### src/rtl/usb_tx_ctrl.sv
// USB full-speed transmit controller: sends SYNC, upstream bytes and EOP,
// LSB first and NRZI-encoded onto registered d_plus/d_minus pad drives.
module usb_tx_ctrl #(
  parameter int CLKS_PER_BIT = 8
) (
  input  logic       clk,
  input  logic       n_rst,
  input  logic       tx_start,
  input  logic       data_valid,
  input  logic [7:0] tx_data,
  output logic       get_byte,
  output logic       d_plus,
  output logic       d_minus,
  output logic       transmitting,
  output logic       tx_done
);

  localparam int CNT_W = $clog2(CLKS_PER_BIT);
  localparam logic [CNT_W-1:0] BIT_LAST = CNT_W'(CLKS_PER_BIT - 1);
  localparam logic [7:0] SYNC_PATTERN = 8'h80;

  typedef enum logic [2:0] {
    IDLE,
    SYNC,
    DATA,
    EOP_SE0,
    EOP_J
  } state_t;

  state_t           state;
  state_t           next_state;
  logic [CNT_W-1:0] bit_cnt;
  logic [2:0]       bit_idx;
  logic [7:0]       shift_reg;
  logic             nrzi_level;

  logic bit_end;
  logic byte_end;
  logic se0_end;
  logic start_pkt;
  logic tx_bit_valid;
  logic tx_bit;
  logic level_base;
  logic level_next;

  assign start_pkt = (state == IDLE) && tx_start;
  assign bit_end   = (bit_cnt == BIT_LAST);
  assign byte_end  = bit_end && (bit_idx == 3'd7) && ((state == SYNC) || (state == DATA));
  assign se0_end   = bit_end && (bit_idx == 3'd1) && (state == EOP_SE0);

  always_ff @(posedge clk or negedge n_rst) begin
    if (!n_rst) begin
      state <= IDLE;
    end else begin
      state <= next_state;
    end
  end

  always_comb begin
    next_state = state;
    case (state)
      IDLE: begin
        if (tx_start) next_state = SYNC;
      end
      SYNC, DATA: begin
        if (byte_end) next_state = data_valid ? DATA : EOP_SE0;
      end
      EOP_SE0: begin
        if (se0_end) next_state = EOP_J;
      end
      EOP_J: begin
        if (bit_end) next_state = IDLE;
      end
      default: next_state = IDLE;
    endcase
  end

  always_comb begin
    transmitting = (state != IDLE);
    get_byte     = byte_end && data_valid;
  end

  // Pick the bit that starts on the coming edge; its NRZI level is
  // computed from J at packet start, otherwise from the current level.
  always_comb begin
    tx_bit_valid = 1'b0;
    tx_bit       = 1'b0;
    if (start_pkt) begin
      tx_bit_valid = 1'b1;
      tx_bit       = SYNC_PATTERN[0];
    end else if (((state == SYNC) || (state == DATA)) && bit_end) begin
      if (!byte_end) begin
        tx_bit_valid = 1'b1;
        tx_bit       = shift_reg[1];
      end else if (data_valid) begin
        tx_bit_valid = 1'b1;
        tx_bit       = tx_data[0];
      end
    end
    level_base = start_pkt ? 1'b1 : nrzi_level;
    level_next = tx_bit ? level_base : ~level_base;
  end

  always_ff @(posedge clk or negedge n_rst) begin
    if (!n_rst) begin
      bit_cnt   <= '0;
      bit_idx   <= 3'd0;
      shift_reg <= 8'h00;
    end else begin
      if (state == IDLE) begin
        bit_cnt <= '0;
        bit_idx <= 3'd0;
      end else if (bit_end) begin
        bit_cnt <= '0;
        bit_idx <= (next_state != state) ? 3'd0 : bit_idx + 3'd1;
      end else begin
        bit_cnt <= bit_cnt + 1'b1;
      end

      if (start_pkt) begin
        shift_reg <= SYNC_PATTERN;
      end else if (byte_end && data_valid) begin
        shift_reg <= tx_data;
      end else if (((state == SYNC) || (state == DATA)) && bit_end) begin
        shift_reg <= {1'b0, shift_reg[7:1]};
      end
    end
  end

  // Line drive: data bits carry the NRZI level, otherwise the line
  // follows the state being entered (SE0 for EOP, J for EOP_J/IDLE).
  always_ff @(posedge clk or negedge n_rst) begin
    if (!n_rst) begin
      d_plus     <= 1'b1;
      d_minus    <= 1'b0;
      nrzi_level <= 1'b1;
      tx_done    <= 1'b0;
    end else begin
      tx_done <= (state == EOP_J) && bit_end;
      if (tx_bit_valid) begin
        nrzi_level <= level_next;
        d_plus     <= level_next;
        d_minus    <= ~level_next;
      end else begin
        case (next_state)
          EOP_SE0: begin
            d_plus  <= 1'b0;
            d_minus <= 1'b0;
          end
          IDLE, EOP_J: begin
            d_plus  <= 1'b1;
            d_minus <= 1'b0;
          end
          default: begin
            d_plus  <= d_plus;
            d_minus <= d_minus;
          end
        endcase
      end
    end
  end

endmodule

### config.mk
export PLATFORM = sky130hd
export DESIGN_NAME = usb_tx_ctrl
export DESIGN_NICKNAME = d
export VERILOG_FILES = /design/src/rtl/usb_tx_ctrl.sv
export SDC_FILE = /design/constraint.sdc
export NUM_CORES = 1
export LEC_CHECK = 0
export BUFFER_PORTS_ARGS = -buffer_cell sky130_fd_sc_hd__buf_4
export CORE_MARGIN = 10
export CORE_UTILIZATION = 55
export CTS_CLUSTER_SIZE = 14
export DETAILED_ROUTE_END_ITERATION = 8
export PLACE_DENSITY = 0.88
export SYNTH_ARGS = -nofsm -noshare
export SYNTH_HDL_FRONTEND = slang
export SYNTH_SLANG_ARGS = --single-unit
### constraint.sdc
create_clock -name clk -period 2.05 [get_ports clk]
set_input_delay 0.205 -clock clk [delete_from_list [all_inputs] [get_ports clk]]
set_output_delay 0.205 -clock clk [all_outputs]
set_load 0.03 [all_outputs]
[Word level (Yosys, flattened, before mapping)]
Index checks and enable logic that the tools add are counted.
Word-level totals
  flip-flop bits (word level): 21
  input bits: 12
  output and inout bits: 5
  logic and storage cells: 69
Cells by class
  add/subtract/negate cells: 2
  equality and inequality tests: 10
  mux-type cells: 28
  bitwise gates (word level): 2
  reductions and logical operators: 19
Operator list (number)
  2-to-1 mux 3 bit: 9
  2-to-1 mux 8 bit: 3
  2-to-1 mux 1 bit: 14
  equality test 3 bit, second input constant: 4
  case mux 3 bit (4 select lines): 1
  equality test 3 x 2 -> 1 bit, second input constant: 3
  nonzero test 3 bit: 3
  logical AND 1 bit: 8
  adder 3 x 1 -> 3 bit, second input constant: 2
  equality test 3 x 1 -> 1 bit, second input constant: 2
  logical NOT 3 bit: 2
  nonzero test 2 bit: 2
  OR reduction 2 bit: 2
  != test 3 bit: 1
  OR reduction 3 bit: 1
  inverter 1 bit: 2
  case mux 1 bit (2 select lines): 1
  logical OR 1 bit: 1

[Longest topological paths before layout]
  depth after elaboration: 9
  gate-level depth with buffers: 7
  depth with buffers taken out: 6

[Least setup slack after synthesis]
Ideal clock, no wire load.
  path kind: flip-flop to flip-flop
  start point: register bit_idx[0]
  end point: register shift_reg[1]
  setup time: 0.124 ns
  data arrival time: 1.791 ns
  required time: 1.926 ns
  slack: 0.135 ns
  stages on the path, launching flop included: 7
  path buffers: 0
  period minus slack after synthesis: 1.915 ns
  cell sequence: dfrtp_1 > ha_1 > ha_1 > nand3_2 > nor3_4 > mux2i_1 > o2bb2ai_1
On the way
  cells in the longest elaborated chain, start to end: 6
  elaborated cells on any way between the ends: 7
  those cells by class: eq/ne (1); mux (2); reduce/logical (4)
Ends and longest elaborated chain
  start, declared: line 33  | logic [2:0] bit_idx;
  start signal, assigned: line 115  | bit_idx <= (next_state != state) ? 3'd0 : bit_idx + 3'd1;
  equality test 3 bit *: line 48  | assign byte_end = bit_end && (bit_idx == 3'd7) && ((state == SYNC) || (state == DATA));
  logical AND 1 bit * (2 in a row): line 48
  logical AND 1 bit *
  net get_byte: line 11  | output logic get_byte,
  2-to-1 mux 8 bit: line 122  | end else if (byte_end && data_valid) begin
  2-to-1 mux 8 bit: line 120  | if (start_pkt) begin
  end signal, assigned: line 123  | shift_reg <= tx_data;
  end signal, assigned: line 125  | shift_reg <= {1'b0, shift_reg[7:1]};
  end, declared: line 34  | logic [7:0] shift_reg;
The timed path passes the listed nets; every way through them passes the cells marked *.
A chain may end at the register's enable or synchronous reset.

[Final worst setup path]
  start point: register bit_cnt[0]
  end point: output get_byte
On the way
  cells in the longest elaborated chain, start to end: 4
Ends and longest elaborated chain
  start, declared: line 32  | logic [CNT_W-1:0] bit_cnt;
  start signal, assigned: line 117  | bit_cnt <= bit_cnt + 1'b1;
  equality test 3 bit: line 47  | assign bit_end = (bit_cnt == BIT_LAST);
  logical AND 1 bit (2 in a row): line 48
  logical AND 1 bit: line 80  | get_byte = byte_end && data_valid;
  end, declared: line 11
No other way between the ends.

==> out/metrics.yaml <==
hold_path:
  min_path_type: "in2reg"
placed_design:
  port_buffers: 16
  place_hpwl_mm: 1.898
  dp.cells: 156
  place_worst_setup_slack_ps: 70.14
  gp_congestion: 0.9285
synth:
  yosysWarningCount: 0
  synthArstFlopShare: 1.000
  ys_seq_area_frac: 0.4295
  avgSynthCellArea_sq_um: 10.36
  synth_cells: 113
  synth-seq-cells: 20
  ys.flop_type: "dfrtp_1"
  syn-num-nets: 130
  ys_types: 41
  syn_area_sq_mm: 0.001171
  synth_edf_count: 0
sta:
  maxSlewHeadroom: 0.7182
  fin_tns_setup_ps: 0
  setup_ws_ps: 96.22
  fmax_ghz: 0.5118
  whs_ps: 156.8
  worst_pin_slew_ps: 422.7
  hold_violations: 0
  finalCriticalPeriod_ps: 1954
  setup_viol: 0
  finClkSkew_ps: 7.205
  rsz0062_at_grt: "no"
  drv_slew: 0
  fin_crit_sh: 0.9531
die:
  die_h_um: 66.15
  chipWidth_um: 66.15
  initial_core_util: 0.5850
  core-area_sq_mm: 0.002002
  floorplan.io_pins: 17
  rows: 16
  fp.dieArea_sq_mm: 0.004375
detailed_routing:
  ant_nets: 0
  routedWlPerCell_um: 15.80
  dr_total_vias: 937
  dr.pass1.iters: 4
  routed_wirelength_mm: 2.575
  drtIter0Drc: 34
  drc: 0
  vias_per_cell: 5.748
power_and_ir_drop:
  power_uw: 1869
  power_frac_clock: 0.124
  swShare: 0.4042
  ir_worst_vdd_mv: 0.7593
  power.density_mw_per_mm2: 1324
  p_int_uw: 1113
  p_leak_uw: 0.0006142
  pwr-share-comb: 0.503
  p_switching_uw: 755.3
  p_seq_frac: 0.373
grt:
  grt_remaining_overflow: 0
  track_usage: 0.1265
  grt_pass1_vias: 1015
  grt_max_degree: 21
  grt_pass1_wl_mm: 4.464
  antenna_found_initial: 0
clock_network:
  clock_latency_ps: 300
  cts_buffers: 3
  clock_path_buffers: 2
  clock-sinks: 20
  htree_num_levels: 1
  cts-root-buf: "clkbuf_4"
  tritoncts: "done"
  cts.reportedPaths.clkPinSlew_ps: 120
finish:
  mostFrequentLayoutCells: "23 x buf_4, 18 x dfrtp_1, 8 x nand2_1"
  diodes: 0
  drive_above_1_share: 0.2574
  final_common_cell: "buf_4"
  instances_no_fill: 163
  largest_reg_flops: 7
  final_nets: 154
  area_growth_pct: 20.51
critical_path:
  crit_family: "adder cells"
  cp_data_required_time_ps: 1850
  critPathKind: "reg2out"
  timing.critical_path.buf_inv: 2
  max_stage_delay_ps: 380
  crit_path_end_kind: "output pin"
  startpoint_type: "flip-flop"
  crit_path_cell_trace: "ha_1 > ha_4 > nand3_2 > nor3_4 > buf_6 > buf_4"
  worstPathMaxFanout: 9
  critical_path.slowest_cell: "dfrtp_1"
  cp.arrival_ps: 1750
  regToRegSetupSlack_ps: 140
run_status:
  status: "finished, final reports clean"
flow_run:
  drv_cap: 0
[per-stage QoR]
stage                       util  instance area (sq um)
final                     0.7050                   1411
after global routing      0.7050                   1411
after CTS                 0.6906                   1383
after detailed placement  0.6663                   1334
after global placement    0.6663                   1334
after floorplan                -                   1171
[worst reg2reg max path, stage by stage, from the launching register on]
cell and delay, ps:
dfrtp_1 410, ha_1 240, ha_4 200, and3b_1 210
or3b_1 350, o2111a_1 180, o31ai_1 250
[layer usage]
layer	global-route usage	wire, um	vias up
met3	0.03559	154	4
met4	0.06283	25	0
li1	-	-	468
met2	0.2033	1268	19
met1	0.1500	1127	446
met5	0	0	-
[power groups by stage]
stage	Sequential [uW]	Combinational [uW]	Clock (uW)
6_report	697	940	231
3_5_place_dp	703	885	0
4_1_cts	695	895	238
3_3_place_gp	689	840	0
5_1_grt	727	1060	249
2_1_floorplan	678	652	0
[synth_stat cells, types with 3 or more instances]
library cell / instances / area share
nand3_1: 4 / 0.017
mux2i_1: 7 / 0.060
nor2b_1: 4 / 0.021
inv_1: 6 / 0.019
nand4b_1: 4 / 0.030
dfrtp_1: 18 / 0.38
o31ai_1: 3 / 0.019
nor2_1: 4 / 0.013
nand2_1: 8 / 0.026
o2bb2ai_1: 6 / 0.045
ha_1: 5 / 0.053
nor3_1: 3 / 0.013
o211ai_1: 3 / 0.019
a21o_1: 3 / 0.019
a21oi_1: 3 / 0.013
nand2b_1: 3 / 0.016
[path summary, 6_finish.rpt]
path	start	end	cells past startpoint
worst max-delay path	bit_cnt[0]$_DFF_PN0_	get_byte	6
min in group asynchronous	n_rst	d_minus$_DFFE_PN0P_	2
worst max register to register	bit_cnt[0]$_DFF_PN0_	bit_idx[2]$_DFFE_PN0P_	6
worst min register to register	bit_cnt[0]$_DFF_PN0_	bit_cnt[0]$_DFF_PN0_	1
worst min-delay path	tx_data[7]	shift_reg[7]$_DFFE_PN0P_	3
max in group asynchronous	n_rst	d_plus$_DFFE_PN1P_	2
[kinds of logic (layout without fill, tap and decap cells)]
family | count (synthesis) | in the layout | synth area share
xor gates and xnor gates | 2 | 2 | 0.01496
buffers and inverters | 12 | 35 | 0.05022
adders and majority gates | 5 | 5 | 0.05342
and+or+nand+nor | 42 | 42 | 0.2233
muxes | 7 | 7 | 0.05983
DFF | 20 | 20 | 0.4295
AOI/OAI and AO/OA | 25 | 25 | 0.1688
[cell type report]
type | instances | area, sq um
multi-input cells | 81 | 621.8
fillers | 165 | 590.6
flip-flops and latches | 20 | 503.0
repair buffers | 25 | 193.9
clock buffers | 4 | 36.28
well taps | 27 | 33.78
inverters | 6 | 22.52
[timing repair]
| action | CTS | global route |
|---|---|---|
| endpoints found under the hold margin | 18 | 0 |
| cloned | 0 | 0 |
| resized for setup | 1 | 2 |
| pin swaps | 0 | 1 |
| endpoints found under the setup margin | 1 | 2 |
| setup buffers | 0 | 2 |
| hold buffers | 1 | 0 |
(Power assumes the default switching activity.)
